===== config.mk =====
export PLATFORM = sky130hd
export DESIGN_NAME = seq_divu8
export DESIGN_NICKNAME = d
export VERILOG_FILES = /design/src/rtl/word_arith_checker_pkg.sv /design/src/rtl/word_arith_checker_seq_divu8.sv
export SDC_FILE = /design/constraint.sdc
export NUM_CORES = 1
export LEC_CHECK = 0
export CAP_MARGIN = 10
export CORE_ASPECT_RATIO = 1.2
export CORE_UTILIZATION = 50
export CTS_BUF_LIST = sky130_fd_sc_hd__clkbuf_4 sky130_fd_sc_hd__clkbuf_8
export CTS_CLUSTER_SIZE = 14
export DETAILED_ROUTE_END_ITERATION = 16
export GPL_TIMING_DRIVEN = 0
export PLACE_DENSITY = 0.82
export SYNTH_ARGS = -nofsm -noshare
export SYNTH_HDL_FRONTEND = slang
export SYNTH_SLANG_ARGS = --single-unit

===== constraint.sdc =====
create_clock -name clk -period 2.9 [get_ports clk]
set_clock_uncertainty 0.1 [all_clocks]
set_input_delay 0.435 -clock clk [delete_from_list [all_inputs] [get_ports clk]]
set_output_delay 0.435 -clock clk [all_outputs]
set_load 0.05 [all_outputs]

===== src/rtl/word_arith_checker_pkg.sv =====
// Shared types and constants for the word-arithmetic checker.
// Imported by the checker top and its sequential divider.
package word_arith_pkg;

  localparam int WORD_W    = 8;
  localparam int DIV_CONST = 3;
  localparam int SUB_CONST = 2;
  localparam int CNT_W     = 9;
  localparam int DIV_STEPS = 8;

  typedef enum logic [2:0] {
    IDLE,
    APPLY,
    PREP,
    DIVQ,
    DIVR,
    CMP,
    DONE
  } state_t;

  function automatic logic [CNT_W-1:0] sat_inc(
    input logic [CNT_W-1:0] v
  );
    return (v == '1) ? v : v + 1'b1;
  endfunction

endpackage


===== src/rtl/word_arith_checker_seq_divu8.sv =====
// Restoring shift-subtract unsigned 8/8 divider.
// One load cycle, then DIV_STEPS iterate cycles; results valid with done.
module seq_divu8
  import word_arith_pkg::*;
(
  input  logic              clk,
  input  logic              rst,
  input  logic              load,
  input  logic [WORD_W-1:0] dividend,
  input  logic [WORD_W-1:0] divisor,
  output logic              done,
  output logic [WORD_W-1:0] quotient,
  output logic [WORD_W-1:0] remainder
);

  logic [WORD_W-1:0] rem_q;
  logic [WORD_W-1:0] quo_q;
  logic [WORD_W-1:0] den_q;
  logic [2:0]        cnt_q;
  logic              run_q;

  logic [WORD_W:0]   trial;
  logic [WORD_W:0]   diff;
  logic              ge;
  logic [WORD_W-1:0] rem_n;
  logic [WORD_W-1:0] quo_n;

  // The final step is combinational so results match the done cycle.
  always_comb begin
    trial = {rem_q, quo_q[WORD_W-1]};
    diff  = trial - {1'b0, den_q};
    ge    = (trial >= {1'b0, den_q});
    rem_n = ge ? diff[WORD_W-1:0] : trial[WORD_W-1:0];
    quo_n = {quo_q[WORD_W-2:0], ge};
  end

  assign done      = run_q && (cnt_q == 3'(DIV_STEPS - 1));
  assign quotient  = quo_n;
  assign remainder = rem_n;

  always_ff @(posedge clk) begin
    if (!rst) begin
      rem_q <= '0;
      quo_q <= '0;
      den_q <= '0;
      cnt_q <= '0;
      run_q <= 1'b0;
    end else if (load) begin
      rem_q <= '0;
      quo_q <= dividend;
      den_q <= divisor;
      cnt_q <= '0;
      run_q <= 1'b1;
    end else if (run_q) begin
      rem_q <= rem_n;
      quo_q <= quo_n;
      cnt_q <= cnt_q + 3'd1;
      if (done) begin
        run_q <= 1'b0;
      end
    end
  end

endmodule


After elaboration in Yosys (flattened, before gate mapping)
Cells that the tools add are included.

$add $sub $neg: 2. Multiply operators: 0. Divide/modulo/power cells: 0. $lt $le $gt $ge: 1. Equality and inequality tests: 1. Shift-type cells: 0. Mux-type cells: 6. Bitwise gates (word level): 1. Reductions and logical operators: 3.

Operators by type and width (count): $mux 8 (3); $ge 9x8->1 (1); $sub 8x8->8 (1); $add 3x1->3 const B (1); $eq 3x3->1 const B (1); $mux 1 (3); $reduce_bool 2->1 (1); $reduce_or 2->1 (1); $logic_and 1x1->1 (1); $not 1->1 (1).

Register bits: 28. Bits in latches: 0. Memory bits (writable): 0. ROM bits: 0. Bits of input ports: 19. Output and inout bits: 17. Word-level logic and storage cells: 19. Memories kept: 0.

Longest topological paths before layout
Word-level depth: 5. Depth in mapped cells: 8. Gate-level depth less buffers: 8.

Worst setup path before layout
No wires, ideal clock.

Path kind: register to output. From: register den_q[6]. To: output remainder[0]. Arrival: 2.345 ns. Data required time: 2.365 ns. Path slack: 0.020 ns. Stages on the path, launching flop included: 7. Buffers on the path: 0. Cell sequence: dfxtp_1 > inv_1 > ha_1 > a21o_1 > a211oi_4 > nand2_1 > mux2i_1.

Cells in the longest elaborated chain, start to end: 2.

RTL lines: from (decl) (RTL line word_arith_checker_seq_divu8.sv:18) `logic [WORD_W-1:0] den_q;`; from (signal assigned) (RTL line word_arith_checker_seq_divu8.sv:51) `den_q <= divisor;`; $ge 9x8->1 (RTL line word_arith_checker_seq_divu8.sv:32) `ge = (trial >= {1'b0, den_q});`; net ge (RTL line word_arith_checker_seq_divu8.sv:24) `logic ge;`; $mux 8 (RTL line word_arith_checker_seq_divu8.sv:33) `rem_n = ge ? diff[WORD_W-1:0] : trial[WORD_W-1:0];`; to (decl) (RTL line word_arith_checker_seq_divu8.sv:13) `output logic [WORD_W-1:0] remainder`.

The timed path passes the listed nets, and every way through them passes these cells.

Worst setup path after layout
From: register quo_q[7]. To: output remainder[6].

Cells in the longest elaborated chain, start to end: 2. Elaborated cells on any way between the ends: 3. Those cells by class: add/sub (1); order compare (1); mux (1).

RTL lines: from (decl) (RTL line word_arith_checker_seq_divu8.sv:17) `logic [WORD_W-1:0] quo_q;`; from (signal assigned) (RTL line word_arith_checker_seq_divu8.sv:50) `quo_q <= dividend;`; from (signal assigned) (RTL line word_arith_checker_seq_divu8.sv:56) `quo_q <= quo_n;`; $sub 8x8->8 or $ge 9x8->1 (tied branches) (RTL line word_arith_checker_seq_divu8.sv:31, word_arith_checker_seq_divu8.sv:32); $mux 8 (*) (RTL line word_arith_checker_seq_divu8.sv:33).

Every way passes the cells marked *; elsewhere a longest branch is shown, timed or not.

==> results_dict.tcl <==
set metrics [dict create \
    dpl.cell_count 283 \
    initial_core_util_pct 53.2 \
    crit_path_max_fanout 3 \
    synth_top_area_share_pct 31.3 \
    whs_ns 0.422 \
    antenna_left 0 \
    grt_max_degree 16 \
    hpwl_mm 2.98 \
    fmax_mhz 353 \
    vdd_ir_drop_max_v 0.000372 \
    status "finished clean" \
    cts_buffers 3 \
    power.density_mw_per_mm2 529 \
    synthDistinctLibCells 43 \
    diodes 0 \
    hold_viol_final 0 \
    hold_buffers 0 \
    slew_violations 0 \
    end_kind "primary output" \
    ios 36 \
    num_vias 1675 \
    cp.required_ns 2.37 \
    synth_top_area_cell "dfxtp_1" \
    portBuffers 33 \
    yosysSeqAreaShare_pct 31.3 \
    synth_nets 243 \
    synth-xor-area-share_pct 1.47 \
    drc 0 \
    async_flop_share_pct 0 \
    grt_overflow 0 \
    grt_first_pass_wirelength_mm 6.90 \
    endpoint "remainder[6]" \
    worstHoldPathType "flip-flop to flip-flop" \
    die_area_mm2 0.00383 \
    cts.htree.levels 1 \
    rows 23 \
    die_h_um 67.6 \
    setup_violations 0 \
    synthSimpleGateAreaFrac_pct 20.3 \
    drt_wl_total_mm 4.34 \
    rr_endpoint "rem_q[7]" \
    max_cap_violations 0 \
    finalCriticalPeriod_ns 2.84 \
    antenna_found_initial 0 \
    grt_pass1_vias 1563 \
    synth_compound_area_share_pct 19.8 \
    viasPerCell 5.70 \
    cts_tree "done" \
    synthMuxAreaShare_pct 11.2 \
    worstSetupStartpoint "quo_q[7]" \
    synth_seq_cells 28 \
    critical_path_arrival_ns 2.30 \
    drt-initial-drc-count 61 \
    cp-start-kind "flip-flop" \
    synth_top_family_by_area "simple AND/OR/NAND/NOR gates" \
    clockBufferDepth 2 \
    nNetsFinal 288 \
    root_buffer "clkbuf_8" \
    grt_use_total_pct 23.0 \
    synthFlopType "dfxtp_1" \
    syn_area_mm2 0.00179 \
    clock_latency_ns 0.28 \
    max_slew_margin_pct 61.6 \
    fin_cells 294 \
    drive_above_1_share_pct 19.5 \
    gp_congestion 0.887 \
    tightest_slew_ns 0.576 \
    path_class "flip-flop to primary output" \
    synth_area_per_cell_um2 8.41 \
    core_area_mm2 0.00337 \
    wl_per_cell_um 14.8 \
    dieWidth_um 56.6 \
    reg2reg_from "den_q[6]" \
    p_leak_uw 0.000989 \
    fin_crit_sh_pct 97.8 \
    syn_inst 213 \
    synthTopCellsByArea "dfxtp_1 (31%), mux2i_1 (11%), ha_1 (7.0%), o21ai_0 (5.6%), nand2_1 (4.0%)" \
    cts.sink_count 28 \
    synth_fa_ha_area_share_pct 8.10 \
    clk_pin_slew_ns 0.10 \
    r2r_cells 8 \
    synth_edf_count 0 \
    yosys_warnings 0 \
    p_total_uw 1210 \
    drt-pass1-iter-count 4 \
    syn_to_final_growth_pct 28.0 \
    reg2reg_slack_ns 0.68 \
]
-- cell usage in the layout (no fill, tap or decap), types with 2 or more instances in the layout --
cell / n
nand3_1: 9
clkbuf_1: 7
clkbuf_8: 4
and2_1: 9
a211o_2: 2
o21ai_0: 19
buf_2: 7
dfxtp_1: 27
buf_4: 16
a21oi_2: 3
nor3b_1: 4
mux2i_1: 20
xnor2_1: 2
o211ai_1: 2
nor2_1: 8
o22ai_1: 2
o21a_1: 2
clkdlybuf4s50_1: 23
or3_1: 2
nand2b_1: 2
ha_1: 9
a21oi_1: 2
nand2_1: 18
a31oi_1: 7
inv_1: 10
nor2b_1: 10
-- worst min path at each step --
stage / startpoint / endpoint / slack [ns] / cells past startpoint
4_1_cts: cnt_q[1] / cnt_q[1] / 0.42 / 2
2_1_floorplan: cnt_q[1] / cnt_q[1] / 0.36 / 2
3_3_place_gp: cnt_q[1] / cnt_q[1] / 0.38 / 2
6_report: cnt_q[1] / cnt_q[1] / 0.42 / 2
5_1_grt: den_q[5] / den_q[5] / 0.45 / 2
3_5_place_dp: cnt_q[1] / cnt_q[1] / 0.40 / 2
-- where the power goes --
part / internal, uW / switching, uW
Combinational: 207 / 333
Clock: 122 / 130
Sequential: 405 / 15.0
-- flip-flops by register name, summed over array words and instances, names as in the netlist --
| signal | flops |
|---|---|
| cnt_q | 3 |
| run_q | 1 |
| den_q | 8 |
| rem_q | 8 |
| quo_q | 8 |
-- cells in the mapped netlist, types with 3 or more instances --
master / count
ha_1: 10
o21ai_0: 20
a21oi_1: 6
nand3_1: 9
dfxtp_1: 28
nand2_1: 19
mux2i_1: 20
nor2_1: 8
clkbuf_1: 7
inv_1: 11
buf_4: 8
a31oi_1: 7
and2_1: 9
o21a_1: 3
nor3b_1: 4
nor2b_1: 10
-- kinds of logic after synthesis --
group / Yosys count
and+or+nand+nor: 69
AOI/OAI and AO/OA: 53
buffers and inverters: 29
DFF: 28
muxes: 20
adders and majority gates: 11
xor gates and xnor gates: 3
-- routing by layer --
metal	vias up	routed length, um	global-route usage (%)	share of wire [%]
met1	776	1900	27.3	44
met2	56	2150	41.8	50
met4	0	65	8.23	1.5
met3	7	231	3.83	5.3
li1	836	-	-	-
met5	-	0	0	0
-- through the flow --
step | setup TNS (ns) | worst slack (ns) | util, % | cell area (um2)
after detailed placement | -2.80 | -0.498 | 64.4 | 2170
after global routing | -0.0140 | -0.0140 | 68.1 | 2290
after floorplan | 0 | 0.0201 | - | 1790
after global placement | -2.69 | -0.472 | 64.4 | 2170
after CTS | 0 | 0.00606 | 67.4 | 2270
final | 0 | 0.0649 | 68.1 | 2290
-- critical path, stage by stage, from the launching register on --
cell	delay [ns]
dfxtp_2	0.36
inv_2	0.04
ha_2	0.19
fa_2	0.40
or2b_1	0.27
a21oi_2	0.19
mux2i_1	0.22
o22ai_1	0.11
nand2_1	0.09
buf_6	0.16
-- what timing repair did --
| item | 4_1_cts | 5_1_grt |
|---|---|---|
| pin swaps | 2 | 4 |
| resized for setup | 47 | 16 |
| setup endpoints to repair | 10 | 9 |
| buffers inserted | 5 | 2 |
| cloned | 0 | 0 |
-- cell type report --
type	instances	area (um2)
Multi-Input combinational cell	156	1130
Tap cell	37	46.3
Clock buffer	4	55.1
Sequential cell	28	562
Buffer	18	100
Timing Repair Buffer	40	354
Inverter	11	41.3
Fill cell	281	1070
(Power assumes the default switching activity.)
